==> src/rtl/fetch_unit.sv <==
`default_nettype none
// +--------------------------------------------------------------------------+
// | Module      : fetch_unit                                                 |
// | Description : In-order instruction fetch with a DEPTH-entry buffer,      |
// |               redirect flush and discard of stale memory responses.      |
// | Revision    : 1.0 - initial release                                      |
// +--------------------------------------------------------------------------+
module fetch_unit #(
    parameter logic [31:0] RESET_PC = 32'h0000_0000,
    parameter int          DEPTH    = 2
) (
    input  logic        clk_i,
    input  logic        rst_i,
    output logic        imem_req_o,
    output logic [31:0] imem_addr_o,
    input  logic        imem_gnt_i,
    input  logic        imem_rvalid_i,
    input  logic [31:0] imem_rdata_i,
    input  logic        redirect_i,
    input  logic [31:0] redirect_pc_i,
    output logic        instr_valid_o,
    output logic [31:0] instr_o,
    output logic [31:0] instr_pc_o,
    input  logic        instr_ready_i
);

    localparam logic [2:0] c_DEPTH = 3'(DEPTH);
    localparam logic [1:0] c_LAST  = 2'(DEPTH - 1);

    logic [31:0] r_fetch_pc;
    logic [2:0]  r_inflight;
    logic [2:0]  r_discard;
    logic [2:0]  r_buf_cnt;

    // Storage sized for the largest legal DEPTH; only DEPTH slots are used.
    logic [31:0] r_pcq       [4];
    logic [31:0] r_buf_pc    [4];
    logic [31:0] r_buf_instr [4];
    logic [1:0]  r_pcq_rp;
    logic [1:0]  r_pcq_wp;
    logic [1:0]  r_buf_rp;
    logic [1:0]  r_buf_wp;

    logic        w_grant;
    logic        w_resp_live;
    logic        w_resp_drop;
    logic        w_push;
    logic        w_pop;
    logic [2:0]  w_inflight_nxt;

    function automatic logic [1:0] f_next(input logic [1:0] p);
        return (p == c_LAST) ? 2'd0 : p + 2'd1;
    endfunction

    assign imem_addr_o    = r_fetch_pc;
    assign imem_req_o     = !rst_i && ((r_inflight + r_buf_cnt) < c_DEPTH);
    assign w_grant        = imem_req_o && imem_gnt_i;
    assign w_resp_live    = imem_rvalid_i && (r_discard == 3'd0);
    assign w_resp_drop    = imem_rvalid_i && (r_discard != 3'd0);
    assign w_push         = w_resp_live && !redirect_i;
    assign w_pop          = instr_valid_o && instr_ready_i && !redirect_i;
    assign w_inflight_nxt = r_inflight + {2'b00, w_grant} - {2'b00, imem_rvalid_i};

    assign instr_valid_o  = (r_buf_cnt != 3'd0);
    assign instr_o        = r_buf_instr[r_buf_rp];
    assign instr_pc_o     = r_buf_pc[r_buf_rp];

    always_ff @(posedge clk_i) begin
        if (rst_i) begin
            r_fetch_pc <= RESET_PC;
            r_inflight <= 3'd0;
            r_discard  <= 3'd0;
            r_buf_cnt  <= 3'd0;
            r_pcq_rp   <= 2'd0;
            r_pcq_wp   <= 2'd0;
            r_buf_rp   <= 2'd0;
            r_buf_wp   <= 2'd0;
        end else begin
            r_inflight <= w_inflight_nxt;
            if (redirect_i) begin
                // Everything still outstanding after this cycle belongs to the old stream.
                r_fetch_pc <= {redirect_pc_i[31:2], 2'b00};
                r_discard  <= w_inflight_nxt;
                r_buf_cnt  <= 3'd0;
                r_pcq_rp   <= 2'd0;
                r_pcq_wp   <= 2'd0;
                r_buf_rp   <= 2'd0;
                r_buf_wp   <= 2'd0;
            end else begin
                if (w_grant) begin
                    r_fetch_pc <= r_fetch_pc + 32'd4;
                    r_pcq_wp   <= f_next(r_pcq_wp);
                end
                if (w_resp_drop) begin
                    r_discard <= r_discard - 3'd1;
                end
                if (w_push) begin
                    r_pcq_rp <= f_next(r_pcq_rp);
                    r_buf_wp <= f_next(r_buf_wp);
                end
                if (w_pop) begin
                    r_buf_rp <= f_next(r_buf_rp);
                end
                r_buf_cnt <= r_buf_cnt + {2'b00, w_push} - {2'b00, w_pop};
            end
        end
    end

    always_ff @(posedge clk_i) begin
        if (!rst_i && !redirect_i) begin
            if (w_grant) begin
                r_pcq[r_pcq_wp] <= r_fetch_pc;
            end
            if (w_push) begin
                r_buf_pc[r_buf_wp]    <= r_pcq[r_pcq_rp];
                r_buf_instr[r_buf_wp] <= imem_rdata_i;
            end
        end
    end

    a_resp_expected: assert property (@(posedge clk_i) disable iff (rst_i)
        imem_rvalid_i |-> (r_inflight != 3'd0));

    a_no_overflow: assert property (@(posedge clk_i) disable iff (rst_i)
        (w_push && !w_pop) |-> (r_buf_cnt < c_DEPTH));

endmodule
`default_nettype wire

==> config.mk <==
export PLATFORM = sky130hd
export DESIGN_NAME = fetch_unit
export DESIGN_NICKNAME = d
export VERILOG_FILES = /design/src/rtl/fetch_unit.sv
export SDC_FILE = /design/constraint.sdc
export NUM_CORES = 1
export LEC_CHECK = 0
export BUFFER_PORTS_ARGS = -buffer_cell sky130_fd_sc_hd__clkbuf_2
export CORE_MARGIN = 8
export CORE_UTILIZATION = 45
export CTS_BUF_LIST = sky130_fd_sc_hd__clkbuf_4 sky130_fd_sc_hd__clkbuf_8
export DETAILED_ROUTE_END_ITERATION = 8
export GPL_ROUTABILITY_DRIVEN = 1
export PLACE_DENSITY = 0.64
export SETUP_SLACK_MARGIN = 0.15
export SLEW_MARGIN = 30
export SYNTH_ARGS = -nofsm -noshare
export SYNTH_HDL_FRONTEND = slang
export SYNTH_SLANG_ARGS = --single-unit
==> constraint.sdc <==
create_clock -name clk_i -period 17.4 [get_ports clk_i]
set_input_delay 1.74 -clock clk_i [delete_from_list [all_inputs] [get_ports clk_i]]
set_output_delay 1.74 -clock clk_i [all_outputs]
set_load 0.02 [all_outputs]
==> impl_results.md <==
* Worst reg2reg startpoint: r_inflight[1]$_SDFF_PP0_
* Core ar. at 35,600 um^2
* Global-route wire length before repair at 52.9 mm
* Min Tclk post-route at 4.67 ns
* Vias at 8,659
* Final GP Congestion at 0.775
* Detailed Route Iter0 Violations at 566
* Routed vias/inst at 5.51
* Final Slew Violations at 0
* Max Clock Skew at 0.0287 ns
* Layout cells sized above 1 at 35.0%
* Die width at 206 um
* CTS Buf Count at 69
* Most common cell in the synthesized netlist: edfxtp_1
* R2R setup slack at 13.52 ns
* Setup violators final at 0
* VDD IR max at 0.0607 mV
* Initial antenna violation count at 0
* Root Buffer: clkbuf_8
* Worst-skew pair later-pin latency at 0.58 ns
* Initial Util at 45.7%
* H-tree Lvls at 3
* WL final at 34.7 mm
* Final hold vios at 0
* Tot GR Track Use at 16.4%
* Relative slew slack at 35.1%
* Max-cap check violation count at 0
* R2R cell count at 8
* Post-synth EDFFs at 368
* N_diodes at 0
* Syn Inst Count at 854
* CP required at 15.66 ns
* CP arrival at 2.93 ns
* DP HPWL at 21.1 mm
* Synth Warn # at 0
* Aggregate global routing overflow at 0
* Hold_ws at 0.438 ns
* Power Density at 112 nW/um^2
* Vias in the first global route at 9,018
* Setup TNS at 0 ns
* Drt first pass iters at 4
* Syn_area_per_cell at 19.0 um^2
* WL/cell at 22.1 um
* Row count at 69
* Yosys reg bits at 419
* Final worst-path cycle share at 26.8%
* Synth Flop Type: edfxtp_1
* # port buffers at 161
* CTS tree: yes
* CP Launch Type: flip-flop
* Total power at 2.13 mW
* Maximum fanout along the worst path at 32
* RSZ-0062 raised after global routing: false
* Sequential-to-total area share from yosys stat at 74.2%
* Largest net degree at the start of global routing at 59
* Min-delay worst type: reg -> reg
* # IOs at 168
* Routed Antenna Nets at 0
* Die Span Y at 206 um
* Setup bufs post-CTS at 0
* Achievable clock frequency at 214 MHz
* Post-CTS Hold Buffers at 0
* Area contributors post-synth: edfxtp_1 68%, mux4_2 13%, dfxtp_1 6.3%, nor2_1 0.78%, nand4_1 0.77%
* Worst Tran Pin Value at 0.970 ns
* CTS Buffer Depth at 3
* Final net count at 1,136
* Reg clk slew, reported paths at 0.06 ns
* Leading area contributor after synthesis: edfxtp_1
* Top-area cell type share of the netlist area at 67.9%
* WS Path Type: reg -> out
* Distinct cell type count after synthesis at 54
* Die area at 42,500 um^2
* Post-synth top cells: 368 x edfxtp_1, 92 x mux4_2, 51 x dfxtp_1
* Post-Syn Area at 16,300 um^2
* Post-route DRC violation count at 0
* Worst reg2reg endpoint: r_pcq[1][25]$_DFFE_PP_
* Static leakage at 6.28 nW
* P&R area growth vs syn at 16.8%
* CTS sink count at 419
* Setup crit end: instr_pc_o[15]
* Outcome: completed
* Crit. End Element: output pin
* Post-CTS Resized at 0
* Synth async-reset ratio at 0%
[per-stage QoR]
stage	setup slack [ns]	instances	area, um^2	utilization, %
finish	12.73	1571	19000	53.4
floorplan	8.37	857	16300	-
global route	12.48	1571	19000	53.4
global placement	12.25	1443	17600	49.4
detailed placement	12.14	1446	17700	49.7
CTS	12.58	1571	19000	53.4
[cell families after synthesis]
group / after synthesis / synth area share (%)
flops: 419 / 74.2
simple gates: 178 / 6.09
mux: 93 / 12.8
compound gates: 69 / 3.14
buf+inv: 65 / 1.70
xor+xnor: 19 / 1.12
fa+ha+maj: 10 / 0.908
other cells: 1 / 0.0231
[cell usage in the layout, fill, tap and decap left out, drive strengths merged, types with 8 or more instances in the layout]
| cell type | n |
|---|---|
| dfxtp | 51 |
| buf | 16 |
| a211o | 8 |
| a211oi | 8 |
| or3 | 8 |
| clkbuf | 250 |
| edfxtp | 368 |
| nand3 | 14 |
| nand2 | 28 |
| inv | 17 |
| xnor2 | 10 |
| and4 | 10 |
| and2 | 16 |
| nand4 | 20 |
| clkinv | 30 |
| a31oi | 10 |
| xor2 | 8 |
| nor4 | 10 |
| mux4 | 92 |
| nor2 | 34 |
[final cells by class]
cell class,instances,area (um^2)
well taps,461,577
clock inverters,35,210
multi-input cells,373,3970
inverters,17,63.8
flip-flops and latches,419,12100
fillers,2864,16600
clock buffers,90,1130
repair buffers,176,971
[worst min path at each step]
| stage | start | endpoint | slack [ns] | cells after the start |
|---|---|---|---|---|
| 3_5_place_dp | r_buf_rp[1]$_SDFFE_PP0N_ | flip-flop | 0.42 | 2 |
| 4_1_cts | r_buf_rp[1]$_SDFFE_PP0N_ | flip-flop | 0.43 | 2 |
| 3_3_place_gp | r_buf_rp[1]$_SDFFE_PP0N_ | flip-flop | 0.41 | 2 |
| 2_1_floorplan | r_buf_rp[1]$_SDFFE_PP0N_ | flip-flop | 0.41 | 2 |
| 6_report | r_buf_rp[1]$_SDFFE_PP0N_ | flip-flop | 0.44 | 2 |
| 5_1_grt | r_buf_rp[1]$_SDFFE_PP0N_ | flip-flop | 0.44 | 2 |
[state kept, by name (all words and copies together), names as in the netlist, named ones only]
name         cells
imem_addr_o     30
r_buf_cnt        3
r_buf_instr    128
r_buf_pc       120
r_buf_rp         2
r_buf_wp         2
r_discard        3
r_inflight       3
r_pcq          120
r_pcq_rp         2
r_pcq_wp         2
[routing by layer]
layer,track usage [%],part of all wire [%]
met1,21.3,43
met2,26.2,48
met3,4.42,6.9
met4,6.11,2.2
met5,0,0
[worst max-delay path, cell delays in order (launching register included)]
cell and delay (ns):
dfxtp_4 0.82, buf_4 0.70, mux4_2 0.62, clkbuf_2 0.18
[report_power, final]
group          switching [mW]  leakage [nW]  internal [mW]
registers              0.0227          3.76           1.12
logic                  0.0939          1.82         0.0620
clock network           0.372         0.698          0.453
total                   0.489          6.28           1.64
Note: power is estimated with default switching activity, not from simulation.
